==> src/rtl/calc_operand_sequencer.sv <==
// Operand entry stage for the tiny calculator: synchronises and debounces KEY0, then latches A and B from SW[3:0].
// Optional macro CALC_OPERAND_SEQ_LIVE_PREVIEW_EN: shows the operand being entered live on o_operands.
module calc_operand_sequencer #(
    parameter int DEBOUNCE_CYCLES = 500000
) (
    input  logic       i_clk,
    input  logic       i_reset,
    input  logic [3:0] i_sw,
    input  logic       i_key_n,
    output logic [7:0] o_operands,
    output logic [1:0] o_state,
    output logic [2:0] o_ledr,
    output logic       o_result_valid
);
    localparam int CNT_W = $clog2(DEBOUNCE_CYCLES + 1);

    typedef enum logic [1:0] {
        ENTER_A = 2'b00,
        ENTER_B = 2'b01,
        SHOW    = 2'b10
    } state_e;

    logic [3:0]       sw_meta_q;
    logic [3:0]       sw_sync_q;
    logic             key_meta_q;
    logic             key_sync_q;
    logic             key_db_q;
    logic             key_db_d;
    logic             key_db_dly_q;
    logic [CNT_W-1:0] cnt_q;
    logic [CNT_W-1:0] cnt_d;
    logic [3:0]       l_sw_s;
    logic             l_key_s;
    logic             l_press;

    state_e     state_q;
    logic [3:0] a_q;
    logic [3:0] b_q;
    logic [2:0] ledr_q;
    logic       valid_q;

    assign l_sw_s  = sw_sync_q;
    assign l_key_s = key_sync_q;

    // Two-stage synchronisers; the key path idles at the released level (1).
    always_ff @(posedge i_clk) begin
        if (i_reset) begin
            sw_meta_q  <= '0;
            sw_sync_q  <= '0;
            key_meta_q <= 1'b1;
            key_sync_q <= 1'b1;
        end else begin
            sw_meta_q  <= i_sw;
            sw_sync_q  <= sw_meta_q;
            key_meta_q <= i_key_n;
            key_sync_q <= key_meta_q;
        end
    end

    always_comb begin
        cnt_d    = cnt_q;
        key_db_d = key_db_q;
        if (l_key_s == key_db_q) begin
            cnt_d = '0;
        end else if (cnt_q == CNT_W'(DEBOUNCE_CYCLES - 1)) begin
            key_db_d = l_key_s;
            cnt_d    = '0;
        end else begin
            cnt_d = cnt_q + CNT_W'(1);
        end
    end

    always_ff @(posedge i_clk) begin
        if (i_reset) begin
            cnt_q        <= '0;
            key_db_q     <= 1'b1;
            key_db_dly_q <= 1'b1;
        end else begin
            cnt_q        <= cnt_d;
            key_db_q     <= key_db_d;
            key_db_dly_q <= key_db_q;
        end
    end

    // One pulse per debounced press (falling edge of the active-low key).
    assign l_press = key_db_dly_q & ~key_db_q;

    always_ff @(posedge i_clk) begin
        if (i_reset) begin
            state_q <= ENTER_A;
            a_q     <= '0;
            b_q     <= '0;
            ledr_q  <= 3'b001;
            valid_q <= 1'b0;
        end else begin
            case (state_q)
                ENTER_A: begin
`ifdef CALC_OPERAND_SEQ_LIVE_PREVIEW_EN
                    a_q <= l_sw_s;
`endif
                    if (l_press) begin
                        a_q     <= l_sw_s;
                        state_q <= ENTER_B;
                        ledr_q  <= 3'b010;
                        valid_q <= 1'b0;
                    end
                end
                ENTER_B: begin
`ifdef CALC_OPERAND_SEQ_LIVE_PREVIEW_EN
                    b_q <= l_sw_s;
`endif
                    if (l_press) begin
                        b_q     <= l_sw_s;
                        state_q <= SHOW;
                        ledr_q  <= 3'b100;
                        valid_q <= 1'b1;
                    end
                end
                SHOW: begin
                    if (l_press) begin
                        a_q     <= '0;
                        b_q     <= '0;
                        state_q <= ENTER_A;
                        ledr_q  <= 3'b001;
                        valid_q <= 1'b0;
                    end
                end
                default: begin
                    // Unused encoding recovers to ENTER_A, operands kept.
                    state_q <= ENTER_A;
                    ledr_q  <= 3'b001;
                    valid_q <= 1'b0;
                end
            endcase
        end
    end

    assign o_operands     = {b_q, a_q};
    assign o_state        = state_q;
    assign o_ledr         = ledr_q;
    assign o_result_valid = valid_q;

endmodule

==> config.mk <==
export PLATFORM = sky130hd
export DESIGN_NAME = calc_operand_sequencer
export DESIGN_NICKNAME = d
export VERILOG_FILES = /design/src/rtl/calc_operand_sequencer.sv
export SDC_FILE = /design/constraint.sdc
export NUM_CORES = 1
export LEC_CHECK = 0
export CAP_MARGIN = 20
export CORE_ASPECT_RATIO = 0.9
export CORE_MARGIN = 5
export CORE_UTILIZATION = 55
export CTS_BUF_LIST = sky130_fd_sc_hd__clkbuf_8
export DETAILED_ROUTE_END_ITERATION = 6
export PLACE_DENSITY_LB_ADDON = 0.1
export SYNTH_ARGS = -nofsm -noshare
export SYNTH_HDL_FRONTEND = slang
export SYNTH_SLANG_ARGS = --single-unit
==> constraint.sdc <==
create_clock -name i_clk -period 1.9 [get_ports i_clk]
set_input_delay 0.38 -clock i_clk [delete_from_list [all_inputs] [get_ports i_clk]]
set_output_delay 0.38 -clock i_clk [all_outputs]
set_load 0.01 [all_outputs]
==> summary.md, run 1 <==
| Metric | Value |
|---|---|
| Synthesized area | 1777 µm² |
| Commonest non-fill, non-tap cell in the layout | dfxtp_1 |
| Cell internal pwr | 1.180 mW |
| CTS H-Tree Depth | 2 |
| Worst vdd ir | 0.0005805 V |
| Largest net degree at the start of global routing | 24 |
| Setup-failing EPs final | 0 |
| Routability congestion estimate | 0.8818 |
| Post-synthesis cell count | 191 |
| Via density | 5.348 |
| Type of the worst min-delay path | register to register |
| Core box area | 3090 µm² |
| Final Util | 68.26% |
| Site Rows | 19 |
| Setup crit start | cnt_q[0]$_SDFF_PP0_ |
| Footprint of the multi-input gates | 857.1 µm² |
| Most frequent cells in the layout | 43 x dfxtp_1, 24 x nor2_1, 20 x clkdlybuf4s50_1, 15 x nand2_1, 11 x xnor2_1 |
| Total Routing Usage GR | 15.29% |
| Yosys cell types | 37 |
| Flip-flop and latch area | 860.8 µm² |
| Comb pwr share | 2.6% |
| Sw Share | 20.66% |
| Worst slew margin | 68.78% |
| Layout cells sized above 1 | 9.346% |
| CP Max Fanout | 7 |
| Flop pwr share | 61.5% |
| Syn nets | 199 |
| Clock power share | 36.0% |
| Port bufs | 20 |
| CTS tree | built |
| Starting DRC count in detailed routing | 113 |
| Drt total wl | 3230 µm |
| 1st-pass router iterations | 4 |
| Postcts setup bufs | 0 |
| Clock root buffer | clkbuf_8 |
| Post-route clock period utilization | 89.88% |
| Net Switching | 0.3073 mW |
| Synth warn | 0 |
| Final antenna-violating net count | 0 |
| Hpwl dp | 2412 µm |
| Cell Pwr Density | 704.9 nW/µm² |
| Nets | 221 |
| Vias in the first global route | 1,258 |
| CTS Buffer Depth | 2 |
| Transition time of the tightest slew-check pin | 463.4 ps |
| Hold_sp | key_meta_q$_SDFF_PP1_ |
| Post-CTS sizing | 0 |
| Unrepaired setup endpoints after global routing | false |
| Yosys reg bits | 43 |
| CP Launch Type | register |
| Fin Clk Skew | 7.270 ps |
| Hold-fix buffers, CTS | 0 |
| Max frequency | 585.6 MHz |
| Setup TNS | 0 ps |
| Worst EP required | 2120 ps |
| Final Critical Period | 1708 ps |
| Chip Height | 63.92 µm |
| Die Span X | 69.91 µm |
| Setup CP Type | register to register |
| Final Hold Vio Count | 0 |
| EDFF count, synth | 0 |
| Starting Density | 57.49% |
| Count of pins over their slew limit | 0 |
| Run status | finished, final reports clean |
| Layout Area Growth over Synthesis | 18.73% |
| Worst-path clk slew | 80 ps |
| CTS sink cnt | 43 |
| Leakage | 0.7005 nW |
| Ant diodes | 0 |
| Mean Syn Cell Area | 9.302 µm² |
| Critical path arrival | 1930 ps |
| First-pass GRT wire length | 5595 µm |
| Drt drc | 0 |
| Initial antenna violation count | 0 |
| I/O pin cnt | 21 |
| Ys async rst share | 0% |
| Main synth FF type | dfxtp_1 |
| Gr ovfl total | 0 |
| Worst Setup End Kind | register |
| CTS buffer count | 5 |
| Sequential fraction of the synthesis area | 48.45% |
| Total die area | 4469 µm² |
| Worst reg2reg startpoint | cnt_q[0]$_SDFF_PP0_ |
| Max-cap viol count | 0 |
| DR WL/cell | 12.62 µm |
| Clk_lat worst skew | 290 ps |
| Filler cells | 249 |
| Vias | 1,369 |
critical path: stages (launching register included):
cell and delay (ps):
dfxtp_1 390, ha_1 270, nand4_2 280, nor4_4 420, nand4_1 140, a21oi_1 150
path summary, 6_finish.rpt:
kind / end / slack [ps] / cells past startpoint
max: cnt_q[18]$_SDFF_PP0_ / 190 / 5
min: key_sync_q$_SDFF_PP1_ / 420 / 1
max reg2reg: cnt_q[18]$_SDFF_PP0_ / 190 / 5
min reg2reg: key_sync_q$_SDFF_PP1_ / 420 / 1
cells by family (layout without fill, tap and decap cells):
kind of cell	after synthesis	after routing	synth area share [%]
AOI/OAI and AO/OA	24	24	8.310
xor gates and xnor gates	16	16	7.887
adders and majority gates	1	1	0.7041
muxes	1	1	0.5634
DFF	43	43	48.45
buffers and inverters	13	36	3.309
and+or+nand+nor	93	93	30.77
power by group through the flow:
stage	combinational [mW]	clock, mW	sequential [mW]
CTS	0.0382	0.557	0.914
global route	0.0416	0.613	0.915
global placement	0.0371	0	0.935
detailed placement	0.0383	0	0.935
finish	0.0380	0.535	0.914
floorplan	0.0179	0	0.934
cell usage after synthesis, types with 2 or more instances:
cell	number	area share, %
a211oi_1	2	0.84
inv_1	4	0.84
nand2_1	15	3.2
nor3_1	3	0.84
a21oi_1	8	2.3
nor2b_1	9	3.2
xor2_1	5	2.5
nor4_1	4	1.4
o21ai_0	7	2.0
nor2_1	24	5.1
nor4b_1	2	0.99
dfxtp_1	43	48
or3_1	4	1.4
buf_2	2	0.56
nand3_1	5	1.4
or2_2	3	1.1
nand4_1	6	2.1
buf_4	2	0.84
nor4_4	2	2.4
nand2b_1	7	2.5
a22oi_1	4	1.7
clkbuf_1	5	1.1
xnor2_1	11	5.4
stage by stage:
| step | total power, mW | area (µm²) | setup WS [ps] | hold WS (ps) | instances |
|---|---|---|---|---|---|
| after floorplan | 0.9522 | 1777 | 376.2 | 389.5 | 191 |
| after global routing | 1.569 | 2110 | 32.50 | 435.7 | 256 |
| after detailed placement | 0.9737 | 2028 | 196.7 | 403.4 | 248 |
| after CTS | 1.509 | 2110 | 198.1 | 426.0 | 256 |
| after global placement | 0.9719 | 2028 | 266.1 | 400.3 | 248 |
| final | 1.487 | 2110 | 192.2 | 420.2 | 256 |
per-layer routing:
layer  up-vias  share of wire (%)  wire length (µm)  global-route usage (%)
li1        699                  -                 -                       -
met1       643                 49              1573                   19.52
met2        25                 47              1506                   24.76
met3         2                4.3               140                   5.172
met4         0               0.28                 9                   4.306
met5         -                  0                 0                       0
layout make-up:
| cell class | instances | area share [%] |
|---|---|---|
| Inverter | 4 | 0.7117 |
| Clock inverter | 3 | 0.5931 |
| Multi-Input combinational cell | 135 | 40.63 |
| Timing Repair Buffer | 24 | 11.51 |
| Sequential cell | 43 | 40.81 |
| Tap cell | 42 | 2.491 |
| Clock buffer | 5 | 3.262 |
registers in the layout, indices dropped and copies added, names as in the netlist:
| register | flops |
|---|---|
| cnt_q | 19 |
| a_q | 4 |
| b_q | 4 |
| l_sw_s | 4 |
| sw_meta_q | 4 |
| o_state | 2 |
| key_db_dly_q | 1 |
| key_db_q | 1 |
| key_meta_q | 1 |
| key_sync_q | 1 |
| o_ledr | 1 |
| o_result_valid | 1 |
Note: power is estimated with default switching activity, not from simulation.
==> run 2: changes to the inputs <==
clock period = 2.2 ns   (was 1.9 ns; I/O delays follow)
==> run 2 against run 1 <==
Clock skew down 3.8 ps. Die area stayed put. Final cell count fell by 0.78%. Critical path type is now register to output port. Utilization up 0.89 points. Flip-flop and latch count did not move. Critical path depth fell by 4. Count of clock-buffer cells in the layout unchanged. Register-to-register slack improved by 320 ps.
==> summary.md, run 2 (synthesis gave the netlist of run 1 again) <==
| Metric | Value |
|---|---|
| Post-route clock period utilization | 90.31% |
| First-pass GRT wire length | 5947 µm (was 5595 µm) |
| Worst reg2reg startpoint | cnt_q[0]$_SDFF_PP0_ (unchanged) |
| Worst vdd ir | 0.0004395 V (was 0.0005805 V) |
| Crit path buf inv count | 1 (was 0) |
| Reg-to-reg slack, setup | 510 ps (was 190 ps) |
| DR WL/cell | 12.87 µm (was 12.62 µm) |
| Hold_sp | key_meta_q$_SDFF_PP1_ (unchanged) |
| Design Power | 1.546 mW (was 1.487 mW) |
| Fin Clk Skew | 3.450 ps (was 7.270 ps) |
| Type of the worst min-delay path | register to register (unchanged) |
| Core box area | 3090 µm² (unchanged) |
| Total Routing Usage GR | 16.72% (was 15.29%) |
| Clock root buffer | clkbuf_8 (unchanged) |
| Port bufs | 20 (unchanged) |
| Most flop-heavy register | cnt_q (unchanged) |
| Final Hold Vio Count | 0 (unchanged) |
| CTS H-Tree Depth | 2 (unchanged) |
| Routability congestion estimate | 0.8373 (was 0.8818) |
| Leakage | 0.6971 nW (was 0.7005 nW) |
| Delay-heaviest family, CP | buffers and inverters (was simple AND/OR/NAND/NOR gates) |
| 1st-pass router iterations | 4 (unchanged) |
| Crit path depth | 1 (was 5) |
| Worst EP required | 1760 ps (was 2120 ps) |
| Final Critical Period | 1987 ps |
| CTS buffer count | 5 (unchanged) |
| Starting Density | 57.49% (unchanged) |
| CTS tree | built (unchanged) |
| Hold Path End | key_sync_q$_SDFF_PP1_ (unchanged) |
| Nets | 219 (was 221) |
| Unrepaired setup endpoints after global routing | false (unchanged) |
| Ant diodes | 0 (unchanged) |
| Die Span X | 69.91 µm (unchanged) |
| CP max stage cell | clkdlybuf4s50_1 (was nor4_4) |
| Max-cap viol count | 0 (unchanged) |
| Layout cells sized above 1 | 9.434% (was 9.346%) |
| CTS Buffer Depth | 2 (unchanged) |
| Setup CP Type | register to output port (was register to register) |
| Worst Setup End Kind | output port (was register) |
| Final antenna-violating net count | 0 (unchanged) |
| Via density | 5.370 (was 5.348) |
| Worst slew margin | 66.37% (was 68.78%) |
| Layout Area Growth over Synthesis | 20.28% (was 18.73%) |
| Gr ovfl total | 0 (unchanged) |
| Hold-fix buffers, CTS | 0 (unchanged) |
| Hpwl dp | 2357 µm (was 2412 µm) |
| Cell Pwr Density | 723.5 nW/µm² (was 704.9 nW/µm²) |
| Worst-path clk slew | 80 ps (about the same) |
| Post-CTS sizing | 0 (unchanged) |
| Count of pins over their slew limit | 0 (unchanged) |
| Commonest non-fill, non-tap cell in the layout | dfxtp_1 (unchanged) |
| Vias | 1,364 (was 1,369) |
| I/O pin cnt | 21 (unchanged) |
| Drt total wl | 3269 µm (was 3230 µm) |
| CP Launch Type | register (unchanged) |
| CTS sink cnt | 43 (unchanged) |
| Vias in the first global route | 1,322 (was 1,258) |
| Total die area | 4469 µm² (unchanged) |
| Clk_lat worst skew | 300 ps (was 290 ps) |
| Initial antenna violation count | 0 (unchanged) |
| Max incr delay on CP | 630 ps (was 420 ps) |
| Transition time of the tightest slew-check pin | 499.1 ps (was 463.4 ps) |
| Hold Path Cell Cnt | 1 (unchanged) |
| Max FFs per register | 19 (unchanged) |
| Starting DRC count in detailed routing | 82 (was 113) |
| Chip Height | 63.92 µm (unchanged) |
| Ordered cell list for the critical path | clkdlybuf4s50_1 (was ha_1, nand4_2, nor4_4, nand4_1, a21oi_1) |
| Site Rows | 19 (unchanged) |
| Largest net degree at the start of global routing | 24 (unchanged) |
| Critical path arrival | 1550 ps (was 1930 ps) |
| Run status | finished, final reports clean (unchanged) |
| Max frequency | 503.3 MHz |
| Setup TNS | 0 ps (unchanged) |
| Drt drc | 0 (unchanged) |
| Most frequent cells in the layout | 43 x dfxtp_1, 24 x nor2_1, 20 x clkdlybuf4s50_1, 15 x nand2_1, 11 x xnor2_1 (unchanged) |
| Setup-failing EPs final | 0 (unchanged) |
| CP Max Fanout | 17 (was 7) |
| Worst r2r path cells | 5 (unchanged) |
| Reg2reg end | cnt_q[18]$_SDFF_PP0_ (unchanged) |
| Postcts setup bufs | 0 (unchanged) |
==> run 2: metrics by stage <==
step | setup WS [ps] | std cells | cell area [µm²] | utilization, % | hold slack (ps)
floorplan | 676.2 | 191 | 1777 | - | 389.5
global placement | 552.3 | 246 | 2001 | 64.74 | 402.8
detailed placement | 518.1 | 246 | 2001 | 64.74 | 399.3
CTS | 209.3 | 254 | 2137 | 69.15 | 418.8
global route | 86.02 | 254 | 2137 | 69.15 | 457.8
finish | 213.2 | 254 | 2137 | 69.15 | 415.0
==> run 2: area by class of cell <==
cell class | instances | area (µm²)
Multi-Input combinational cell | 135 | 857.1
Fill cell | 254 | 953.4
Inverter | 4 | 15.01
Clock buffer | 5 | 68.82
Tap cell | 42 | 52.55
Timing Repair Buffer | 22 | 215.2
Sequential cell | 43 | 860.8
Clock inverter | 3 | 67.56
==> run 2: how the worst max path moves through the flow <==
stage / start / endpoint / slack [ps]
2_1_floorplan: cnt_q[0]$_SDFF_PP0_ / key_db_q$_SDFFE_PP1P_ / 680
5_1_grt: o_state[0]$_SDFFE_PP0P_ / o_ledr[1] / 90
3_3_place_gp: i_reset / key_db_q$_SDFFE_PP1P_ / 550
6_report: o_state[0]$_SDFFE_PP0P_ / o_state[0] / 210
4_1_cts: o_state[1]$_SDFFE_PP0P_ / o_ledr[2] / 210
3_5_place_dp: cnt_q[0]$_SDFF_PP0_ / cnt_q[18]$_SDFF_PP0_ / 520
==> run 2: where the power goes <==
group | leakage [nW] | switching, mW | internal (mW) | total [mW]
clock network | 0.0644 | 0.273 | 0.452 | 0.726
registers | 0.349 | 0.00272 | 0.786 | 0.789
logic | 0.284 | 0.0136 | 0.0175 | 0.0311
total | 0.697 | 0.290 | 1.26 | 1.55
==> run 2: per-layer routing <==
| layer | GRT usage, % | share of wire [%] |
|---|---|---|
| met5 | 0 | 0 |
| met4 | 7.177 | 1.3 |
| met3 | 5.799 | 5.1 |
| met1 | 20.60 | 48 |
| met2 | 26.65 | 46 |
